### src/rtl/sdram_rw_ctrl.sv
// ---------------------------------------------------------------------------
// sdram_rw_ctrl
//   Arbitrates burst writes (write FIFO -> SDRAM) and burst reads
//   (SDRAM -> read FIFO) in front of an SDRAM driver. Each access is
//   BURST_LEN words. Write and read keep independent linear word pointers
//   that wrap at FRAME_WORDS. Reads are enabled once the first full frame
//   has been written. When both directions are pending, service alternates.
//
//   Optional feature macro: SDRAM_PINGPONG_EN
//     defined   : write bank toggles 0/1 per completed frame; read bank
//                 follows the last fully written bank.
//     undefined : single buffer, both banks fixed at 0.
//
// Ports
//   clk, rst_n       : 100 MHz clock, async active-low reset
//   initial_done     : SDRAM init complete
//   busy             : driver busy
//   ack              : driver accepted the current request (1 cycle)
//   rd_dout/_vld     : driver read data / valid
//   wr_req, rd_req   : request strobes to the driver (held until ack)
//   rw_addr          : {bank[1:0], row[12:0], col[8:0]} of the active request
//   wr_din/_vld      : write data to the driver
//   wfifo_q/_usedw   : write-FIFO show-ahead head word / fill level
//   wfifo_rdreq      : write-FIFO pop
//   rfifo_usedw      : read-FIFO fill level
//   rfifo_wrreq/data : read-FIFO push / data
//   wr_frame_done    : one-cycle pulse when the write pointer wraps
// ---------------------------------------------------------------------------
module sdram_rw_ctrl #(
    parameter int unsigned BURST_LEN   = 8,
    parameter int unsigned FRAME_WORDS = 307200,
    parameter int unsigned RFIFO_DEPTH = 1024
) (
    input  logic        clk,
    input  logic        rst_n,
    input  logic        initial_done,
    input  logic        busy,
    input  logic        ack,
    input  logic [15:0] rd_dout,
    input  logic        rd_dout_vld,
    output logic        wr_req,
    output logic        rd_req,
    output logic [23:0] rw_addr,
    output logic [15:0] wr_din,
    output logic        wr_din_vld,
    input  logic [15:0] wfifo_q,
    input  logic [10:0] wfifo_usedw,
    output logic        wfifo_rdreq,
    input  logic [10:0] rfifo_usedw,
    output logic        rfifo_wrreq,
    output logic [15:0] rfifo_data,
    output logic        wr_frame_done
);

    localparam int unsigned CNT_W = (BURST_LEN > 1) ? $clog2(BURST_LEN) : 1;
    localparam logic [CNT_W-1:0] CNT_LAST  = CNT_W'(BURST_LEN - 1);
    localparam logic [21:0]      PTR_STEP  = 22'(BURST_LEN);
    localparam logic [21:0]      PTR_END   = 22'(FRAME_WORDS);
    localparam logic [10:0]      WR_THRESH = 11'(BURST_LEN);
    localparam logic [10:0]      RD_THRESH = 11'(RFIFO_DEPTH - 2 * BURST_LEN);

    typedef enum logic [2:0] {
        ST_IDLE,
        ST_WR_REQ,
        ST_WR_DATA,
        ST_RD_REQ,
        ST_RD_WAIT
    } state_t;

    state_t           r_state;
    state_t           w_next_state;
    logic [CNT_W-1:0] r_cnt;
    logic [21:0]      r_wr_ptr;
    logic [21:0]      r_rd_ptr;
    logic             r_rd_enable;
    logic             r_last_wr;
    logic             r_wr_frame_done;
    logic [1:0]       w_wr_bank;
    logic [1:0]       w_rd_bank;

    logic        w_wr_pend;
    logic        w_rd_pend;
    logic        w_wr_beat;
    logic        w_rd_beat;
    logic        w_wr_done;
    logic        w_rd_done;
    logic [21:0] w_wr_ptr_nxt;
    logic [21:0] w_rd_ptr_nxt;
    logic        w_wr_wrap;
    logic        w_rd_wrap;

    assign w_wr_pend = (wfifo_usedw >= WR_THRESH);
    assign w_rd_pend = r_rd_enable && (rfifo_usedw <= RD_THRESH);

    // The ack cycle is write word 0, so the beat counter is shared between the
    // ack cycle in WR_REQ and the remaining WR_DATA cycles. r_cnt is always 0
    // on entry to a request state, which also covers BURST_LEN == 1.
    assign w_wr_beat = ((r_state == ST_WR_REQ) && ack) || (r_state == ST_WR_DATA);
    assign w_rd_beat = (r_state == ST_RD_WAIT) && rd_dout_vld;
    assign w_wr_done = w_wr_beat && (r_cnt == CNT_LAST);
    assign w_rd_done = w_rd_beat && (r_cnt == CNT_LAST);

    assign w_wr_ptr_nxt = r_wr_ptr + PTR_STEP;
    assign w_rd_ptr_nxt = r_rd_ptr + PTR_STEP;
    assign w_wr_wrap    = (w_wr_ptr_nxt >= PTR_END);
    assign w_rd_wrap    = (w_rd_ptr_nxt >= PTR_END);

    // State register
    always_ff @(posedge clk or negedge rst_n) begin
        if (!rst_n) begin
            r_state <= ST_IDLE;
        end else begin
            r_state <= w_next_state;
        end
    end

    // Next-state logic
    always_comb begin
        w_next_state = r_state;
        case (r_state)
            ST_IDLE: begin
                if (initial_done && !busy) begin
                    // Round-robin: a lone pending side wins; with both
                    // pending, serve the side that was not served last.
                    if (w_wr_pend && (!w_rd_pend || !r_last_wr)) begin
                        w_next_state = ST_WR_REQ;
                    end else if (w_rd_pend) begin
                        w_next_state = ST_RD_REQ;
                    end
                end
            end
            ST_WR_REQ: begin
                if (ack) begin
                    w_next_state = w_wr_done ? ST_IDLE : ST_WR_DATA;
                end
            end
            ST_WR_DATA: begin
                if (w_wr_done) begin
                    w_next_state = ST_IDLE;
                end
            end
            ST_RD_REQ: begin
                if (ack) begin
                    w_next_state = ST_RD_WAIT;
                end
            end
            ST_RD_WAIT: begin
                if (w_rd_done) begin
                    w_next_state = ST_IDLE;
                end
            end
            default: w_next_state = ST_IDLE;
        endcase
    end

    // Outputs are decoded from state so reset clears them immediately.
    always_comb begin
        wr_req      = (r_state == ST_WR_REQ);
        rd_req      = (r_state == ST_RD_REQ);
        wfifo_rdreq = w_wr_beat;
        wr_din_vld  = w_wr_beat;
        wr_din      = w_wr_beat ? wfifo_q : '0;
        rfifo_wrreq = w_rd_beat;
        rfifo_data  = w_rd_beat ? rd_dout : '0;
        rw_addr     = '0;
        case (r_state)
            ST_WR_REQ, ST_WR_DATA: rw_addr = {w_wr_bank, r_wr_ptr};
            ST_RD_REQ, ST_RD_WAIT: rw_addr = {w_rd_bank, r_rd_ptr};
            default:               rw_addr = '0;
        endcase
    end

    assign wr_frame_done = r_wr_frame_done;

    // Beat counter, pointers, read enable, arbitration history
    always_ff @(posedge clk or negedge rst_n) begin
        if (!rst_n) begin
            r_cnt           <= '0;
            r_wr_ptr        <= '0;
            r_rd_ptr        <= '0;
            r_rd_enable     <= 1'b0;
            r_last_wr       <= 1'b0;
            r_wr_frame_done <= 1'b0;
        end else begin
            r_wr_frame_done <= 1'b0;

            if (w_wr_beat) begin
                r_cnt <= w_wr_done ? '0 : r_cnt + 1'b1;
            end else if (w_rd_beat) begin
                r_cnt <= w_rd_done ? '0 : r_cnt + 1'b1;
            end

            if (w_wr_done) begin
                r_wr_ptr <= w_wr_wrap ? '0 : w_wr_ptr_nxt;
                if (w_wr_wrap) begin
                    r_wr_frame_done <= 1'b1;
                    r_rd_enable     <= 1'b1;
                end
            end

            if (w_rd_done) begin
                r_rd_ptr <= w_rd_wrap ? '0 : w_rd_ptr_nxt;
            end

            if (r_state == ST_IDLE) begin
                if (w_next_state == ST_WR_REQ) begin
                    r_last_wr <= 1'b1;
                end else if (w_next_state == ST_RD_REQ) begin
                    r_last_wr <= 1'b0;
                end
            end
        end
    end

`ifdef SDRAM_PINGPONG_EN
    logic [1:0] r_wr_bank;
    logic [1:0] r_rd_bank;
    logic [1:0] r_full_bank;

    // r_full_bank remembers the most recently completed bank; the read side
    // picks it up at its own frame boundary so a frame is never torn.
    // On the first wrap the read side is not yet enabled, so it takes the
    // just-completed bank directly.
    always_ff @(posedge clk or negedge rst_n) begin
        if (!rst_n) begin
            r_wr_bank   <= '0;
            r_rd_bank   <= '0;
            r_full_bank <= '0;
        end else begin
            if (w_wr_done && w_wr_wrap) begin
                r_wr_bank   <= {1'b0, ~r_wr_bank[0]};
                r_full_bank <= r_wr_bank;
                if (!r_rd_enable) begin
                    r_rd_bank <= r_wr_bank;
                end
            end
            if (w_rd_done && w_rd_wrap) begin
                r_rd_bank <= r_full_bank;
            end
        end
    end

    assign w_wr_bank = r_wr_bank;
    assign w_rd_bank = r_rd_bank;
`else
    assign w_wr_bank = '0;
    assign w_rd_bank = '0;
`endif

endmodule

### config.mk
export PLATFORM = sky130hd
export DESIGN_NAME = sdram_rw_ctrl
export DESIGN_NICKNAME = d
export VERILOG_FILES = /design/src/rtl/sdram_rw_ctrl.sv
export SDC_FILE = /design/constraint.sdc
export NUM_CORES = 1
export LEC_CHECK = 0
export CAP_MARGIN = 25
export CORE_MARGIN = 1.5
export CORE_UTILIZATION = 50
export CTS_CLUSTER_DIAMETER = 200
export DETAILED_ROUTE_END_ITERATION = 7
export PLACE_DENSITY = 0.87
export SYNTH_ARGS = -nofsm -noshare
export SYNTH_HDL_FRONTEND = slang
export SYNTH_SLANG_ARGS = --single-unit
### constraint.sdc
create_clock -name clk -period 5.15 [get_ports clk]
set_clock_uncertainty 0.1 [all_clocks]
set_input_delay 0.7725 -clock clk [delete_from_list [all_inputs] [get_ports clk]]
set_output_delay 0.7725 -clock clk [all_outputs]
set_load 0.02 [all_outputs]
==> reports/qor.csv <==
metric,value,unit
Port Buffer Count,113,
Critical Path Source,ack,
Post-Synth XOR/XNOR Area,0.03682,
critical path class,in2out,
ys async rst share,1.000,
Setup crit start kind,input pin,
vias,3658,
Filler Cells Inserted,576,
crit path time final,3.567,ns
DR WL/cell,16.16,microns
Hold WS,0.3336,ns
Final Hold Fails,0,
"top cells by area, synth","dfrtp_1 (33%), and2_1 (6.5%), nand2_1 (5.9%), a22o_1 (4.7%), nor2_1 (2.9%)",
io pins,122,
Residual DRC,0,
Cell variety after synth,69,
first-pass GRT wire length,16300,microns
timing-limited maximum frequency,0.2804,GHz
critical path peak fanout,19,
cells after synthesis,426,
final setup fails,0,
die width,87.48,microns
Pre-Repair DR Iteration Count,5,
CP endpoint kind,primary output,
CTS hold repair buffers,0,
Worst VDD drop,0.2472,mV
outcome,completed,
Slew @ Worst Pin,0.7287,ns
GRT Util Overall,0.2687,
Placed Area,0.004632,sq mm
postcts setup bufs,0,
mux contribution to synthesized area,0.009116,
Area Growth Syn to Fin,33.27,%
H-tree levels,2,
post-synth top area share,0.3296,
number of synthesized flops with an enable pin,0,
synth warn,0,
Worst Hold Class,in2async,
adder-cell share of the synthesized area,0.01403,
Commonest cells post-synth,"nand2_1 (56), dfrtp_1 (47), and2_1 (37)",
Initial DRC Count,350,
Power Total,1338,uW
"count leader, synth",nand2_1,
sequential share of the synthesized area,0.3296,
ant diodes,0,
power per cell area,281.3,mW/mm^2
largest net degree at the start of global routing,48,
WL final,9938,microns
largest family of logic cells by synthesized area,simple AND/OR/NAND/NOR gates,
share of cells above drive strength 1,0.09441,
clock buffer depth,2,
Mapped Area,0.003568,sq mm
synthesized area per cell,8.377,sq um
CP arrival,2.69,ns
simple-gate share of the synthesized area,0.3527,
Post-Route Setup TNS,0,ns
full die area,0.007653,sq mm
vias in the first global route,3478,
initial antenna violation count,0,
gpl congestion,0.9637,
placed cell count,604,
number of CTS-inserted buffers,5,
CTS tree,done,
synthesized flop and latch total,47,
max-slew violation count,0,
Die H,87.48,microns
"Reg clk slew, reported paths",0.09,ns
dpl hpwl,7342,microns
maxcap violations,0,
core area,0.006832,sq mm
remaining global-route overflow,0,
part of the cycle the worst path needs,0.6926,
Vias/cell,5.948,
post-route cell area,0.004756,sq mm
post_cts resized,0,
Compound-Gate Fraction of Synth Area,0.1865,
Pleak,0.001933,uW
Slew HR,0.5142,
predominant post-synthesis flop cell,dfrtp_1,
largest area contributor in the netlist,dfrtp_1,
Initial Utilization,0.5223,
Root Driver,clkbuf_8,
"antenna viol nets, final",0,
FP Rows,30,
Final Instance Count excl. Fillers,615,
unrepaired setup endpoints after global routing,false,
Worst EP required,4.28,ns
Clock Latency Late Sink,0.31,ns
RR Startpoint,r_rd_ptr[5],
clock sink count,47,
layout net count,582,
-- cell type report --
class / count / area [sq um] / share of cell area
Clock buffer: 5 / 68.82 / 0.01447
Clock inverter: 3 / 20.02 / 0.004209
Inverter: 6 / 22.52 / 0.004736
Multi-Input combinational cell: 338 / 2157 / 0.4536
Sequential cell: 47 / 1176 / 0.2473
Tap cell: 96 / 120.1 / 0.02526
Timing Repair Buffer: 120 / 1191 / 0.2505
-- kinds of logic after synthesis --
family	Yosys count
compound gates	84
xor+xnor	15
fa+ha+maj	4
buf+inv	45
flops	47
mux	3
other cells	1
simple gates	227
-- path summary, 6_finish.rpt --
path                                 to  slack (ns)  depth (start not counted)
min                        r_wr_ptr[15]        0.33                          1
min reg2reg                 r_rd_enable        0.39                          1
max                           wr_din[7]        1.58                          6
min in group clk            r_rd_enable        0.39                          1
max in group asynchronous   r_rd_ptr[4]        4.10                          2
max reg2reg                 r_rd_ptr[5]        2.09                          6
-- critical path, cell delays in order --
cell             delay, ns
clkdlybuf4s50_1       0.55
nand3b_1              0.14
a21oi_1               0.23
buf_4                 0.24
and2_1                0.14
clkdlybuf4s50_1       0.62
-- through the flow --
step	utilization	worst slack [ns]
6_report	0.6962	1.583
5_1_grt	0.6962	1.479
4_1_cts	0.6910	1.083
3_5_place_dp	0.6780	1.005
3_3_place_gp	0.6769	1.129
2_1_floorplan	-	2.273
-- cell usage in the layout, fill, tap and decap left out, drive strengths merged, types with 2 or more instances in the layout --
cell / count
a22o: 20
nor2b: 7
buf: 8
or4: 4
o211ai: 18
a31oi: 3
a22oi: 2
a21o: 2
a21oi: 7
clkdlybuf4s50: 112
a32o: 2
nand2: 56
clkbuf: 5
xnor2: 5
dfrtp: 47
nor2: 28
inv: 6
and2: 38
xor2: 10
nor3: 25
or2: 2
nand2b: 2
o31ai: 2
nand4: 16
nand3: 22
conb: 5
ha: 4
or3: 4
mux2: 2
o21ai: 16
clkinvlp: 2
nor4: 9
and3: 8
-- where the power goes --
part | leakage [uW] | switching, uW | internal (uW)
combinational | 0.00131 | 339 | 313
sequential | 0.000585 | 54.2 | 405
clock | 0.0000402 | 132 | 94.6
-- layer usage --
metal,GRT usage,routed length [microns],vias up
met4,0.07792,192,0
met5,0,0,-
met1,0.3327,3979,1717
li1,-,-,1711
met2,0.4720,4984,205
met3,0.05213,782,25
-- registers in the layout, summed over array words and instances, names as in the netlist --
register,cells
r_cnt,3
r_last_wr,1
r_rd_enable,1
r_rd_ptr,19
r_state,3
r_wr_ptr,19
wr_frame_done,1
Note: power is estimated with default switching activity, not from simulation.
